===== src/rtl/sd_spi_host.sv =====
// SPI-mode SD card host: dummy clocks, command issue, R1/R3/R7 capture and
// single 512-byte block read, driven by one byte-serial SPI mode-0 engine.
module sd_spi_host #(
  parameter int CLK_DIV    = 2,
  parameter int RESP_POLL  = 8,
  parameter int TOKEN_POLL = 1024
) (
  input  logic        clk,
  input  logic        rst,
  input  logic        cmd_start,
  input  logic [1:0]  cmd_op,
  input  logic [5:0]  cmd_index,
  input  logic [31:0] cmd_arg,
  input  logic [6:0]  cmd_crc,
  output logic        busy,
  output logic        done,
  output logic [7:0]  r1,
  output logic [31:0] resp_ext,
  output logic        err_timeout,
  output logic        err_token,
  output logic [7:0]  data_out,
  output logic        data_valid,
  output logic        sck,
  output logic        ss,
  output logic        mosi,
  input  logic        miso
);

  localparam int POLL_MAX = (RESP_POLL > TOKEN_POLL) ? RESP_POLL : TOKEN_POLL;
  localparam int PW       = $clog2(POLL_MAX + 1);

  localparam logic [7:0]    DIV_LAST   = 8'(CLK_DIV - 1);
  localparam logic [PW-1:0] RESP_LAST  = PW'(RESP_POLL - 1);
  localparam logic [PW-1:0] TOKEN_LAST = PW'(TOKEN_POLL - 1);

  typedef enum logic [3:0] {
    IDLE, DUMMY, CMD, R1WAIT, REXT, TOKWAIT, DATA, CRC, TAIL
  } state_t;

  typedef enum logic [1:0] {OP_DUMMY, OP_R1, OP_R1_EXT, OP_READ} op_t;

  state_t        state;
  op_t           op_q;
  logic [31:0]   arg_q;
  logic [6:0]    crc_q;
  logic [7:0]    div_cnt;
  logic [2:0]    bit_cnt;
  logic [3:0]    byte_cnt;
  logic [PW-1:0] poll_cnt;
  logic [9:0]    data_cnt;
  logic [7:0]    tx_sr;
  logic [7:0]    rx_sr;
  logic [7:0]    cmd_next;

  // Command byte that follows the one currently on the wire (byte_cnt = index
  // of the byte being sent; byte 0 is loaded straight from cmd_index).
  // NOTE: the default assignment first keeps this purely combinational (no latch).
  always_comb begin
    cmd_next = 8'hFF;
    case (byte_cnt)
      4'd0:    cmd_next = arg_q[31:24];
      4'd1:    cmd_next = arg_q[23:16];
      4'd2:    cmd_next = arg_q[15:8];
      4'd3:    cmd_next = arg_q[7:0];
      4'd4:    cmd_next = {crc_q, 1'b1};
      default: cmd_next = 8'hFF;
    endcase
  end

  // NOTE: all sequential state uses non-blocking assignments so every register
  // sees the pre-edge value of every other register.
  always_ff @(posedge clk) begin
    if (rst) begin
      state       <= IDLE;
      op_q        <= OP_DUMMY;
      arg_q       <= '0;
      crc_q       <= '0;
      div_cnt     <= '0;
      bit_cnt     <= '0;
      byte_cnt    <= '0;
      poll_cnt    <= '0;
      data_cnt    <= '0;
      tx_sr       <= 8'hFF;
      rx_sr       <= 8'hFF;
      sck         <= 1'b0;
      ss          <= 1'b1;
      mosi        <= 1'b1;
      busy        <= 1'b0;
      done        <= 1'b0;
      data_valid  <= 1'b0;
      err_timeout <= 1'b0;
      err_token   <= 1'b0;
      r1          <= 8'hFF;
      resp_ext    <= '0;
      data_out    <= '0;
    end else begin
      done       <= 1'b0;
      data_valid <= 1'b0;
      if (state == IDLE) begin
        if (cmd_start) begin
          op_q        <= op_t'(cmd_op);
          arg_q       <= cmd_arg;
          crc_q       <= cmd_crc;
          busy        <= 1'b1;
          err_timeout <= 1'b0;
          err_token   <= 1'b0;
          div_cnt     <= '0;
          bit_cnt     <= '0;
          byte_cnt    <= '0;
          poll_cnt    <= '0;
          data_cnt    <= '0;
          if (op_t'(cmd_op) == OP_DUMMY) begin
            state <= DUMMY;
            tx_sr <= 8'hFF;
            mosi  <= 1'b1;
            ss    <= 1'b1;
          end else begin
            state <= CMD;
            tx_sr <= {2'b01, cmd_index};
            mosi  <= 1'b0;
            ss    <= 1'b0;
          end
        end
      end else if (div_cnt != DIV_LAST) begin
        div_cnt <= div_cnt + 8'd1;
      end else begin
        div_cnt <= '0;
        if (!sck) begin
          // Rising edge: sample miso; a data byte is presented right here.
          sck   <= 1'b1;
          rx_sr <= {rx_sr[6:0], miso};
          if (state == DATA && bit_cnt == 3'd7) begin
            data_valid <= 1'b1;
            data_out   <= {rx_sr[6:0], miso};
          end
        end else if (bit_cnt != 3'd7) begin
          sck     <= 1'b0;
          bit_cnt <= bit_cnt + 3'd1;
          tx_sr   <= {tx_sr[6:0], 1'b1};
          mosi    <= tx_sr[6];
        end else begin
          // Falling edge after bit 7: byte boundary, rx_sr holds the full byte.
          sck     <= 1'b0;
          bit_cnt <= '0;
          tx_sr   <= 8'hFF;
          mosi    <= 1'b1;
          case (state)
            DUMMY: begin
              if (byte_cnt == 4'd9) begin
                state <= IDLE;
                busy  <= 1'b0;
                done  <= 1'b1;
              end else begin
                byte_cnt <= byte_cnt + 4'd1;
              end
            end
            CMD: begin
              if (byte_cnt == 4'd5) begin
                state    <= R1WAIT;
                byte_cnt <= '0;
                poll_cnt <= '0;
              end else begin
                byte_cnt <= byte_cnt + 4'd1;
                tx_sr    <= cmd_next;
                mosi     <= cmd_next[7];
              end
            end
            R1WAIT: begin
              if (!rx_sr[7]) begin
                r1       <= rx_sr;
                poll_cnt <= '0;
                byte_cnt <= '0;
                case (op_q)
                  OP_R1_EXT: state <= REXT;
                  OP_READ:   state <= (rx_sr == 8'h00) ? TOKWAIT : TAIL;
                  default:   state <= TAIL;
                endcase
              end else if (poll_cnt == RESP_LAST) begin
                err_timeout <= 1'b1;
                r1          <= 8'hFF;
                state       <= TAIL;
              end else begin
                poll_cnt <= poll_cnt + 1'b1;
              end
            end
            REXT: begin
              resp_ext <= {resp_ext[23:0], rx_sr};
              if (byte_cnt == 4'd3) state <= TAIL;
              else byte_cnt <= byte_cnt + 4'd1;
            end
            TOKWAIT: begin
              if (rx_sr == 8'hFE) begin
                state    <= DATA;
                data_cnt <= '0;
              end else if (rx_sr != 8'hFF || poll_cnt == TOKEN_LAST) begin
                err_token <= 1'b1;
                state     <= TAIL;
              end else begin
                poll_cnt <= poll_cnt + 1'b1;
              end
            end
            DATA: begin
              if (data_cnt != 10'd512) data_cnt <= data_cnt + 10'd1;
              if (data_cnt == 10'd511) begin
                state    <= CRC;
                byte_cnt <= '0;
              end
            end
            CRC: begin
              if (byte_cnt == 4'd1) state <= TAIL;
              else byte_cnt <= byte_cnt + 4'd1;
            end
            TAIL: begin
              state <= IDLE;
              ss    <= 1'b1;
              busy  <= 1'b0;
              done  <= 1'b1;
            end
            default: state <= IDLE;
          endcase
        end
      end
    end
  end

endmodule


===== config.mk =====
export PLATFORM = sky130hd
export DESIGN_NAME = sd_spi_host
export DESIGN_NICKNAME = d
export VERILOG_FILES = /design/src/rtl/sd_spi_host.sv
export SDC_FILE = /design/constraint.sdc
export NUM_CORES = 1
export LEC_CHECK = 0
export ABC_AREA = 1
export BUFFER_PORTS_ARGS = -buffer_cell sky130_fd_sc_hd__buf_2
export CAP_MARGIN = 20
export CORE_MARGIN = 10
export CORE_UTILIZATION = 40
export CTS_CLUSTER_SIZE = 40
export DETAILED_ROUTE_END_ITERATION = 7
export GPL_TIMING_DRIVEN = 1
export SLEW_MARGIN = 40
export SYNTH_ARGS = -nofsm -noshare
export SYNTH_HDL_FRONTEND = slang
export SYNTH_SLANG_ARGS = --single-unit

===== constraint.sdc =====
create_clock -name clk -period 2.45 [get_ports clk]
set_clock_uncertainty 0.05 [all_clocks]
set_input_delay 0.245 -clock clk [delete_from_list [all_inputs] [get_ports clk]]
set_output_delay 0.245 -clock clk [all_outputs]
set_load 0.05 [all_outputs]

Yosys cells after proc, flatten, opt, wreduce, memory -nomap -nowiden
Index checks and enable logic that the tools add are counted.

storage, ports and cells
  flip-flop bits (word level) = 152
  bits of input ports = 51
  output and inout port bits = 56
  word-level logic and storage cells = 218

operators by class
  add/sub/neg operators = 5
  equal/unequal tests = 46
  muxes and demuxes = 107
  bitwise operators = 4
  reductions and logical operators = 34

operators by type and width
  cell                   number
  $mux 11                10
  $mux 4                 26
  $mux 10                7
  $mux 7                 7
  $mux 8                 5
  $pmux 8 s5             1
  $mux 1                 37
  $ne 3x3->1 const B     12
  $pmux 11 s3            1
  $pmux 4 s7             1
  $eq 4x3->1 const B     6
  $pmux 4 s6             1
  $reduce_and 7->1       3
  $pmux 10 s2            1
  $eq 4x2->1 const B     4
  $mux 3                 5
  $reduce_bool 2->1      7
  $ne 4x4->1 const B     3
  $reduce_and 6->1       2
  $add 11x1->11 const B  1
  $eq 11x10->1 const B   1
  $eq 11x3->1 const B    1
  $reduce_and 11->1      1
  $add 10x1->10 const B  1
  36 further kinds       52

Logic depth before layout (Yosys ltp)
  depth after elaboration = 9
  gate-level depth with buffers = 13
  gate-level depth less buffers = 12

Least setup slack after synthesis
No wires, ideal clock.

  path kind = register to register
  start = reg sck
  end = reg poll_cnt[9]
  setup time = 113 ps
  data arrival time = 1711 ps
  data required time = 2287 ps
  slack = 576 ps
  stages on the path, launching flop included = 12
  path buffers = 2
  period minus slack after synthesis = 1874 ps
  path through = dfxtp_1 > buf_2 > inv_1 > nand2_1 > nand2_1 > nor2_1 > nand2_1 > nor2_4 > nand2_4 > buf_6 > nor2_1 > nor2_1

on the way
  cells in the longest elaborated chain, start to end = 2

RTL lines
  what                         line  RTL
  start: declaration           23    output logic sck,
  start signal: assignment     85    sck <= 1'b0;
  start signal: assignment     130   sck <= 1'b1;
  start signal: assignment     137   sck <= 1'b0;
  $reduce_bool 2->1 (no line)  n/a
  $reduce_and 9->1 (no line)   n/a
  end signal: assignment       183   poll_cnt <= poll_cnt + 1'b1;
  end signal: assignment       199   poll_cnt <= poll_cnt + 1'b1;
  end: declaration             49    logic [PW-1:0] poll_cnt;

No other way between the ends.
A chain may end at the register's enable or synchronous reset.

Worst setup path after layout
  start = reg bit_cnt[0]
  end = reg tx_sr[6]

on the way
  cells in the longest elaborated chain, start to end = 5

RTL lines
  what                      line  RTL
  start: declaration        47    logic [2:0] bit_cnt;
  start signal: assignment  138   bit_cnt <= bit_cnt + 3'd1;
  $ne 3x3->1                136   end else if (bit_cnt != 3'd7) begin
  $mux 7                    136
  $mux 7                    128   if (!sck) begin
  $mux 7                    124   end else if (div_cnt != DIV_LAST) begin
  $mux 7                    99    if (state == IDLE) begin
  end signal: assignment    119   tx_sr <= {2'b01, cmd_index};
  end signal: assignment    139   tx_sr <= {tx_sr[6:0], 1'b1};
  end signal: assignment    164   tx_sr <= cmd_next;
  end: declaration          51    logic [7:0] tx_sr;

No other way between the ends. The select of a mux whose other input is x is not followed.

==> metrics.cfg <==
[cts]
cts_buffer_depth = 2
clockRootBuffer = clkbuf_16
clock_latency_ns = 0.44
cts_resized = 0
hold_buffers = 0
cts_tree = done
h-tree-depth = 4
cts.clk_slew.worst_paths_ns = 0.07
cts_made_buffers = 17
cts_setup_buffers = 0
cts.sinks = 152

[yosys]
avgSynthCellArea_um2 = 6.92
synth_top_family_by_area = simple AND/OR/NAND/NOR gates
synth-main-ff-cell = dfxtp_1
synth-xor-area-share_pct = 0.590
synth-seq-cells = 152
postSynth.asyncResetShare_pct = 0
synth.net_count = 1134
synth_edf_count = 0
syn_area_um2 = 7420
synthCells = 1072
synth_mux_area_share_pct = 0
ys_warn_count = 0
post_synth_fa_ha_maj_area_fraction_pct = 1.85
synth_compound_area_share_pct = 16.8
ys_seq_area_share_pct = 41.0
synthSimpleGateAreaFrac_pct = 31.0
synth_cell_types = 46

[die]
row_count = 49
initial_core_util_pct = 41.0
ios = 107
dieArea_um2 = 24400
die_h_um = 156
die_w_um = 156
coreArea_um2 = 18100

[power_and_ir_drop]
p_sw_uw = 3420
power.internal_uw = 5100
p_comb_share_pct = 30.8
clkPwrFrac_pct = 31.0
ir_drop_mv = 0.587
powerDensity_nw_per_um2 = 981
sequentialPowerShare_pct = 38.3
p_leak_uw = 0.00371
total_power_uw = 8530
netSwitchingFraction_pct = 40.2

[finish]
mostFrequentLayoutCell = nand2_1
syn_to_final_growth_pct = 17.1
final_area_um2 = 8690
fill_cells = 1850
diodes = 0
drive_above_1_share_pct = 15.7
fin_nets = 1220
final_cell_mix = 198 x nand2_1, 160 x nor2_1, 152 x dfxtp_1

[routing]
avgRoutedWirePerCell_um = 14.6
vias_per_cell = 5.04
vias = 7050
drt_first_pass_iters = 5
drc_errors = 0
wl_um = 20400
first_iter_violations = 454
ant_nets = 0

[place]
dp_hpwl_um = 14700
io_buffers = 106
place_area_um2 = 8090
place.gp.congestion = 0.874
dp_slack_ns = 0.330

[grt]
met3_usage_pct = 3.34
grt_overflow_total = 0
groute.layer.met2.usage_pct = 26.3
grt_pass1_vias = 6547
busiest_layer = met2
track_usage_pct = 16.9
grt_start_max_net_pins = 103
antenna_found_initial = 0
grt_pass1_wl_um = 33700
met1_usage_pct = 22.9

[setup_path]
critPathMaxStageDelay_ns = 0.56
critPathBufInv = 1
cp-start-kind = flip-flop
cp_max_fo = 8
cp_data_arrival_time_ns = 2.43
timing.rr.start = bit_cnt[0]
path_class = reg -> reg
critPathRequiredTime_ns = 2.73
crit_path_end_kind = flip-flop
r2r_cells = 7
path_delay_family = simple AND/OR/NAND/NOR gates
r2r_end = tx_sr[6]
rrSetupSlack_ns = 0.30
slowest_stage = nor2_1
path_cells = ha_1 > ha_1 > inv_1 > nor2_1 > o2111ai_1 > nand2_1 > nand2_1

[sta]
finalHoldViolations = 0
finalCritPeriodShare_pct = 87.8
setup_violations = 0
period_minus_slack_ns = 2.15
fmax_mhz = 465
slew_viol_final = 0
whs_ns = 0.0186
worst_pin_slew_ns = 0.658
setup_tns_ns = 0
fin_ws_ns = 0.298
slew_headroom_pct = 56.0
rsz0062_at_grt = no

[outcome]
status = finished, final reports clean

[min_path]
hold_path_class = in -> reg
holdPathEnd = rx_sr[0]
hold_path_startpoint = miso
hold_depth = 3

[job]
drv_cap = 0

[tightest hold or removal path, stage by stage]
cell and delay (ns):
buf_2 0.11, nand2_1 0.05, o211ai_1 0.06
[cells in the mapped netlist (2+ instances only)]
cell type,n,area (um2)
nor3_2,2,20.0
nand3_2,3,30.0
o211ai_1,11,82.6
nor2_1,161,604
o22ai_1,17,106
ha_1,11,138
nand2_2,7,43.8
nand3_1,90,450
nor2_4,5,56.3
dfxtp_1,152,3040
nor2_2,5,31.3
nand3b_1,4,30.0
xor2_1,3,26.3
o21bai_1,2,15.0
buf_2,11,55.1
xnor2_1,2,17.5
buf_6,2,22.5
nand2_1,198,743
inv_2,5,18.8
inv_1,105,394
nand4_1,14,87.6
nor3b_1,4,30.0
nand2_4,4,45.0
a211oi_1,3,22.5
a21oi_1,105,526
o21ai_0,89,445
clkbuf_1,30,113
nor3_1,9,45.0
[power by group through the flow]
stage	registers, uW	logic [uW]	clock network [uW]
2_1_floorplan	3270	2060	0
3_3_place_gp	3310	2600	0
3_5_place_dp	3310	2620	0
4_1_cts	3260	2640	2690
5_1_grt	3320	2990	2790
6_report	3260	2620	2640
[area by class of cell]
type                    count  area (um2)  share of cell area (%)
clock buffers              17         425                    4.90
clock inverters            15         173                    1.99
inverters                 111         419                    4.82
multi-input cells         762        3730                    42.9
flip-flops and latches    152        3040                    35.0
well taps                 229         287                    3.30
repair buffers            114         616                    7.08
[worst max-delay path by stage]
stage,endpoint,cells past startpoint,slack [ns],start
after floorplan,poll_cnt[9],11,0.58,sck
after detailed placement,tx_sr[6],7,0.33,bit_cnt[0]
after global placement,tx_sr[6],7,0.36,bit_cnt[0]
final,tx_sr[6],7,0.30,bit_cnt[0]
after global routing,data_cnt[4],10,0.07,div_cnt[0]
after CTS,data_cnt[1],10,0.31,div_cnt[0]
[registers in the layout, summed over array words and instances (netlist names), 2 cells and up]
register,flops
poll_cnt,11
rx_sr,8
r1,8
resp_ext,32
crc_q,7
div_cnt,8
bit_cnt,3
arg_q,32
data_out,8
op_q,2
state,4
data_cnt,10
tx_sr,7
byte_cnt,4
[per-layer routing]
| layer | part of all wire [%] | routed length, um |
|---|---|---|
| met3 | 4.1 | 830 |
| met2 | 46 | 9450 |
| met4 | 1.6 | 327 |
| met1 | 48 | 9820 |
| met5 | 0 | 0 |
[kinds of logic after synthesis]
group                      Yosys count
AOI/OAI and AO/OA                  233
xor gates and xnor gates             5
adders and majority gates           11
buffers and inverters              158
DFF                                152
and+or+nand+nor                    513
[per-stage QoR]
step,utilization (%),std cells
after global placement,44.7,1368
after floorplan,-,1072
after detailed placement,44.7,1368
after global routing,48.0,1400
after CTS,48.0,1400
final,48.0,1400
Power figures use the tool's default switching activity.
